**src/rtl/irq_ctrl.sv**
```systemverilog
// irq_ctrl -- memory-mapped interrupt controller.
//
// Collects N_SRC peripheral interrupt lines into a PENDING register (each
// line individually level or rising-edge sensitive), masks them with
// ENABLE, and presents per-source requests plus a combined request to the
// CPU. A CLAIM register returns the lowest-numbered active source and
// clears it as a side effect of the read.
//
// Register map (byte offsets, unused bits read 0):
//   0x00 ENABLE  RW
//   0x04 PENDING R, write-1-to-clear
//   0x08 MODE    RW, 1 = rising edge, 0 = level
//   0x0C CLAIM   R, {valid, 26'b0, id[4:0]}
//   0x10 ACTIVE  R, PENDING & ENABLE
//   0x14..0x1C   read 0, writes ignored
//
// Ports:
//   clk      system clock, rising edge
//   reset    synchronous active-high reset
//   src_irq  peripheral interrupt lines (bit 0 = systick)
//   select   bus access addressed to this block
//   wstrb    0 = read, non-zero = full-word write
//   addr     byte offset into the 32-byte register space
//   data_i   write data
//   ready    one-cycle completion pulse for an access
//   data_o   read data, valid while ready = 1
//   cpu_irq  registered PENDING & ENABLE
//   irq_any  registered OR of cpu_irq

module irq_ctrl #(
    parameter int N_SRC = 8
) (
    input  logic             clk,
    input  logic             reset,
    input  logic [N_SRC-1:0] src_irq,
    input  logic             select,
    input  logic [3:0]       wstrb,
    input  logic [4:0]       addr,
    input  logic [31:0]      data_i,
    output logic             ready,
    output logic [31:0]      data_o,
    output logic [N_SRC-1:0] cpu_irq,
    output logic             irq_any
);

    localparam logic [2:0] REG_ENABLE  = 3'd0;
    localparam logic [2:0] REG_PENDING = 3'd1;
    localparam logic [2:0] REG_MODE    = 3'd2;
    localparam logic [2:0] REG_CLAIM   = 3'd3;
    localparam logic [2:0] REG_ACTIVE  = 3'd4;

    function automatic logic [31:0] zext(input logic [N_SRC-1:0] v);
        return {{(32 - N_SRC){1'b0}}, v};
    endfunction

    logic [N_SRC-1:0] enable_q,  enable_d;
    logic [N_SRC-1:0] pending_q, pending_d;
    logic [N_SRC-1:0] mode_q,    mode_d;
    logic [N_SRC-1:0] src_q;
    logic             ready_q,   ready_d;
    logic [31:0]      data_q,    data_d;
    logic [N_SRC-1:0] cpu_irq_q, cpu_irq_d;
    logic             irq_any_q, irq_any_d;

    logic             access, wr_acc, rd_acc;
    logic [N_SRC-1:0] active, claim_mask, set_mask, clr_mask;
    logic [4:0]       claim_id;
    logic [31:0]      rdata;

    // Byte-lane bits of the address and upper write-data bits carry no
    // information in this register file.
    logic             unused_bits;
    assign unused_bits = ^{addr[1:0], data_i};

    always_comb begin
        // An access executes only while ready is low, so a held select
        // produces one access every other cycle.
        access = select && !ready_q;
        wr_acc = access && (wstrb != 4'd0);
        rd_acc = access && (wstrb == 4'd0);

        active = pending_q & enable_q;

        // Lowest set bit of active, both as an index and as a one-hot mask.
        claim_id = 5'd0;
        for (int i = N_SRC - 1; i >= 0; i--) begin
            if (active[i]) claim_id = 5'(i);
        end
        claim_mask = active & (~active + N_SRC'(1));

        rdata = 32'd0;
        case (addr[4:2])
            REG_ENABLE:  rdata = zext(enable_q);
            REG_PENDING: rdata = zext(pending_q);
            REG_MODE:    rdata = zext(mode_q);
            REG_CLAIM:   rdata = (active != '0) ? {1'b1, 26'd0, claim_id} : 32'd0;
            REG_ACTIVE:  rdata = zext(active);
            default:     rdata = 32'd0;
        endcase

        // Edge-mode bits fire on a 0->1 transition, level-mode bits whenever high.
        set_mask = (mode_q & src_irq & ~src_q) | (~mode_q & src_irq);

        clr_mask = '0;
        if (wr_acc && addr[4:2] == REG_PENDING) clr_mask = data_i[N_SRC-1:0];
        if (rd_acc && addr[4:2] == REG_CLAIM)   clr_mask = clr_mask | claim_mask;

        // Set wins over a same-cycle clear.
        pending_d = (pending_q & ~clr_mask) | set_mask;

        enable_d = enable_q;
        mode_d   = mode_q;
        if (wr_acc && addr[4:2] == REG_ENABLE) enable_d = data_i[N_SRC-1:0];
        if (wr_acc && addr[4:2] == REG_MODE)   mode_d   = data_i[N_SRC-1:0];

        ready_d   = access;
        data_d    = rd_acc ? rdata : 32'd0;
        cpu_irq_d = active;
        irq_any_d = |active;
    end

    always_ff @(posedge clk) begin
        if (reset) begin
            enable_q  <= '0;
            pending_q <= '0;
            mode_q    <= '0;
            src_q     <= '0;
            ready_q   <= 1'b0;
            data_q    <= 32'd0;
            cpu_irq_q <= '0;
            irq_any_q <= 1'b0;
        end else begin
            enable_q  <= enable_d;
            pending_q <= pending_d;
            mode_q    <= mode_d;
            src_q     <= src_irq;
            ready_q   <= ready_d;
            data_q    <= data_d;
            cpu_irq_q <= cpu_irq_d;
            irq_any_q <= irq_any_d;
        end
    end

    assign ready   = ready_q;
    assign data_o  = data_q;
    assign cpu_irq = cpu_irq_q;
    assign irq_any = irq_any_q;

endmodule

```
**config.mk**
```make
export PLATFORM = sky130hd
export DESIGN_NAME = irq_ctrl
export DESIGN_NICKNAME = d
export VERILOG_FILES = /design/src/rtl/irq_ctrl.sv
export SDC_FILE = /design/constraint.sdc
export NUM_CORES = 1
export LEC_CHECK = 0
export ABC_AREA = 1
export CORE_ASPECT_RATIO = 0.8
export CORE_MARGIN = 2
export CORE_UTILIZATION = 40
export CTS_BUF_LIST = sky130_fd_sc_hd__clkbuf_16
export DETAILED_ROUTE_END_ITERATION = 6
export PLACE_DENSITY = 0.76
export SYNTH_ARGS = -nofsm -noshare
export SYNTH_HDL_FRONTEND = slang
export SYNTH_SLANG_ARGS = --single-unit
```
**constraint.sdc**
```tcl
create_clock -name clk -period 1.8 [get_ports clk]
set_input_delay 0.45 -clock clk [delete_from_list [all_inputs] [get_ports clk]]
set_output_delay 0.45 -clock clk [all_outputs]
set_load 0.005 [all_outputs]
```
# ---- Word level (Yosys, flattened, before mapping)
# Cells that the tools add are included.
dict set report totals {
  reg_bits 74
  output_inout_bits 42
  wordCells 53
  in_bits 52
}
dict set report op_classes {
  add_sub_neg 1
  n_eq_ne 4
  n_mux 12
  n_reduce_logical 14
  n_bitwise 14
}
# operator n
set op_table {}
lappend op_table {{case mux 32 bit (5 select lines)} 1}
lappend op_table {{bitwise AND 8 bit} 6}
lappend op_table {{two-way mux 5 bit} 7}
lappend op_table {{two-way mux 32 bit} 1}
lappend op_table {{inverter 8 bit} 4}
lappend op_table {{bitwise OR 8 bit} 3}
lappend op_table {{two-way mux 8 bit} 2}
lappend op_table {{adder 8 x 1 -> 8 bit (second input constant)} 1}
lappend op_table {{nonzero test 8 bit} 1}
lappend op_table {{OR reduction 8 bit} 1}
lappend op_table {{logical AND 1 bit} 7}
lappend op_table {{== test 3 x 2 -> 1 bit (second input constant)} 2}
lappend op_table {{zero test 4 bit} 1}
lappend op_table {{nonzero test 4 bit} 1}
lappend op_table {{== test 3 x 1 -> 1 bit (second input constant)} 1}
lappend op_table {{== test 3 bit (second input constant)} 1}
lappend op_table {{zero test 3 bit} 1}
lappend op_table {{two-way mux 3 bit} 1}
lappend op_table {{OR reduction 2 bit} 1}
lappend op_table {{zero test 1 bit} 1}
lappend op_table {{inverter 1 bit} 1}

# ---- Depth between registers and ports, before layout
dict set report logic_depth {
  ltp_word 11
  ltp_mapped 10
}

# ---- Least setup slack after synthesis
# OpenSTA, ideal clock, no wires.
dict set report synth_path {
  kind {in2reg}
  from {input addr[3]}
  to {register mode_q[4]}
  required_ns 1.681
  arrival_ns 1.260
  n_path_buf 1
  cell_stages 8
  path_slack_ns 0.420
  cell_sequence {inv_1 -> nor3_4 -> inv_2 -> nor2_4 -> inv_2 -> buf_6 -> o21ai_0 -> a21oi_1}
}
dict set report synth_via {
  elab_chain_cells 2
}
# element line_no
set synth_rtl {}
lappend synth_rtl {{start: declaration} 38} ;# input logic [4:0] addr,
lappend synth_rtl {{== test 3 x 2 -> 1 bit} 114} ;# if (wr_acc && addr[4:2] == REG_MODE) mode_d = data_i[N_SRC-1:0];
lappend synth_rtl {{logical AND 1 bit} 114}
lappend synth_rtl {{end signal: assignment} 135} ;# mode_q <= mode_d;
lappend synth_rtl {{end: declaration} 58} ;# logic [N_SRC-1:0] mode_q, mode_d;
# No other way between the ends.
# A chain may end at the register's enable or synchronous reset.

# ---- Final worst setup path
dict set report layout_path {
  from {input addr[2]}
  to {register pending_q[7]}
}
dict set report layout_via {
  elab_chain_cells 8
  elab_cells_between_ends 10
  classes_between {2 x eq/ne; 2 x mux; 4 x bitwise; 2 x reduce/logical}
}
# element line_no
set layout_rtl {}
lappend layout_rtl {{== test 3 x 1 -> 1 bit} 105} ;# if (wr_acc && addr[4:2] == REG_PENDING) clr_mask = data_i[N_SRC-1:0];
lappend layout_rtl {{logical AND 1 bit} 105}
lappend layout_rtl {{two-way mux 8 bit} 105}
lappend layout_rtl {{bitwise OR 8 bit} 106} ;# if (rd_acc && addr[4:2] == REG_CLAIM) clr_mask = clr_mask | claim_mask;
lappend layout_rtl {{two-way mux 8 bit (*)} 106}
lappend layout_rtl {{inverter 8 bit (*)} 109} ;# pending_d = (pending_q & ~clr_mask) | set_mask;
lappend layout_rtl {{bitwise AND 8 bit (*)} 109}
lappend layout_rtl {{bitwise OR 8 bit (*)} 109}
lappend layout_rtl {{end signal: assignment} 134} ;# pending_q <= pending_d;
lappend layout_rtl {{end: declaration} 57} ;# logic [N_SRC-1:0] pending_q, pending_d;
# Mark *: on every way between the ends. The rest lies on a longest branch, timed or not.

==> summary.md <==
| Metric | Value |
|---|---|
| Status | `finished clean` |
| Final Total Pwr | `2.308 mW` |
| Mapped Cells | `321` |
| TritonCTS buffer count | `5` |
| RR Startpoint | `enable_q[0]` |
| Row cnt | `24` |
| Mapped Avg Cell Area | `7.078 µm²` |
| CTS sink cnt | `51` |
| Crit-path leading delay family | `buffers and inverters` |
| Clock Root Buffer | `clkbuf_16` |
| Vias in the first global route | `1928` |
| Slowest cell on crit path | `clkdlybuf4s50_1` |
| Synth top area cells | `dfxtp_1, nand2_1, nor2_1` |
| Detailed Place HPWL | `4094 µm` |
| Post-CTS resize count | `0` |
| Top_reg_cell synth | `dfxtp_1` |
| Critical path fanouts, max | `4` |
| R2R setup slack | `0.45 ns` |
| Largest net degree at the start of global routing | `19` |
| Initial Util | `41.58%` |
| ANT cells | `0` |
| Setup violators final | `0` |
| Most used cell, CP | `nand2_1` |
| Worst EP required | `1.98 ns` |
| Hold Path Cell Cnt | `3` |
| ANT nets after route | `0` |
| Final Cell Area | `2974 µm²` |
| Global-route wire length before repair | `9004 µm` |
| Mapped Area | `2272 µm²` |
| Register bit count reported by yosys | `51` |
| # Post-CTS Setup Buffers | `0` |
| Drt via density | `4.523` |
| Cell variety after synth | `24` |
| Final core utilization | `54.42%` |
| Initial antenna violation count | `0` |
| Crit. End Element | `flip-flop` |
| Clk_lat worst skew | `0.28 ns` |
| Area Growth Syn to Fin | `30.89%` |
| Cts hold-fix bufs | `0` |
| Pins Over Slew Limit | `0` |
| Top Ports | `94` |
| VDD IR-drop max | `361.4 µV` |
| GRT Overall Usage | `18.54%` |
| Routed WL per cell | `11.78 µm` |
| Die H | `71.41 µm` |
| Hold_sp | `src_q[3]` |
| Pleak | `1.329 nW` |
| Area leader, netlist | `dfxtp_1` |
| Final Hold Violating Endpoints | `0` |
| CORE AREA | `5465 µm²` |
| Startpoint Class | `input pin` |
| RSZ-0062 raised after global routing | `false` |
| WL final | `5455 µm` |
| Die area | `6303 µm²` |
| Clk slew on worst S/H paths | `0.06 ns` |
| DR pass1 iterations | `4` |
| Period Utilization, post-route | `90.81%` |
| FILL cells | `536` |
| FF-to-FF path depth | `8` |
| Reg2reg end | `pending_q[7]` |
| Max-cap viol count | `0` |
| Post-synth EDFFs | `0` |
| Final min period | `1.635 ns` |
| Critical path class | `in -> reg` |
| Hold Path Class | `reg -> reg` |
| Area share of the largest cell type after synthesis | `44.93%` |
| Async SR Flop Fraction | `0%` |
| Initial drt markers | `189` |
| Crit-path max cell delay | `0.59 ns` |
| Worst-case clock buffer depth | `2` |
| NumNets Final | `436` |
| Yosys warning count | `0` |
| GRT overflow | `0` |
| Seq/Total Area, Yosys | `44.93%` |
| CP Cell Sequence | `clkdlybuf4s50_1, inv_1, nor3_2, and2_2, nand2_1, inv_2, nand2_1, nand2_1, nand2_1` |
| Final setup TNS | `0 ns` |
| CTS tree | `done` |
| IO buf count | `44` |
| Most frequent cells after synthesis | `nand2_1, nor2_1, dfxtp_1` |
| Worst path bufs/invs | `3` |
| Placed cell area | `2824 µm²` |
| GPL Wtd Cong | `0.8829` |
| DR vias | `2094` |
| H-tree Lvls | `2` |
| P per Cell Area | `775.9 nW/µm²` |
| Die width | `88.27 µm` |
| DRC viols | `0` |
| Achievable clock frequency | `0.6118 GHz` |
| Layout cells sized above 1 | `9.870%` |
| Hold Crit Endpoint | `pending_q[3]` |
| Setup Skew | `0.003991 ns` |
| Count leader, synth | `nand2_1` |
| Worst EP arrival | `1.82 ns` |
cells in the final DEF, fill, tap and decap left out, drive strengths merged:
master	count
clkdlybuf4s50	43
clkbuf	5
inv	36
nand3	14
and2	1
nand3b	2
conb	23
nand4	3
dlymetal6s2s	1
dfxtp	51
a21oi	15
o22ai	3
o21ai	27
nor3	2
buf	19
clkinv	2
nand2	81
a31oi	3
nor2	54
layout make-up:
class	instances	area [µm²]	share of cell area, %
Clock buffer	5	125.1	4.207
Timing Repair Buffer	63	585.6	19.69
Tap cell	78	97.59	3.281
Clock inverter	3	11.26	0.3786
Inverter	35	131.4	4.417
Multi-Input combinational cell	228	1002	33.70
Sequential cell	51	1021	34.33
metal layers:
layer / routed length [µm] / global-route usage (%)
met4: 34 / 4.882
met5: 0 / 0
met3: 334 / 4.032
met2: 2512 / 29.32
met1: 2574 / 25.81
how the worst max path moves through the flow:
| stage | startpoint | to | depth (start not counted) |
|---|---|---|---|
| after floorplan | addr[3] | mode_q[4] | 8 |
| after global placement | addr[2] | data_o[0] | 6 |
| after detailed placement | addr[2] | data_o[6] | 7 |
| after CTS | select | pending_q[7] | 11 |
| after global routing | select | pending_q[7] | 11 |
| final | addr[2] | pending_q[7] | 9 |
power by group:
group | total, mW | leakage (nW) | switching (mW) | internal, mW
sequential | 1.20 | 0.417 | 0.0270 | 1.17
clock | 0.871 | 0.0701 | 0.371 | 0.500
combinational | 0.237 | 0.842 | 0.125 | 0.112
state kept, by name, indices dropped and copies added, names as in the netlist:
| name | count |
|---|---|
| src_q | 8 |
| ready | 1 |
| mode_q | 8 |
| pending_q | 8 |
| irq_any | 1 |
| cpu_irq | 8 |
| data_o | 9 |
| enable_q | 8 |
logic make-up after synthesis:
| group | synth area share [%] |
|---|---|
| AND/OR/NAND/NOR | 28.91 |
| buffers and inverters | 15.09 |
| flip-flops | 44.93 |
| AO/OA/AOI/OAI | 10.90 |
| other | 0.1650 |
stage by stage:
stage          hold slack, ns  worst slack [ns]  cells
6_report               0.4631            0.1655    463
5_1_grt                0.4927           0.01520    463
4_1_cts                0.4671           0.08979    463
3_5_place_dp           0.4547           -0.1994    455
3_3_place_gp           0.4472           -0.1864    455
2_1_floorplan          0.4393            0.4203    343
worst reg2reg max path, stage by stage (launching register included):
cell and delay [ns]:
dfxtp_1 0.33, nand2_1 0.16, nand2_1 0.10, nor2_1 0.24
nand2_1 0.16, inv_2 0.08, nand2_1 0.07, nand2_1 0.07
nand2_1 0.04
Note: power is estimated with default switching activity, not from simulation.
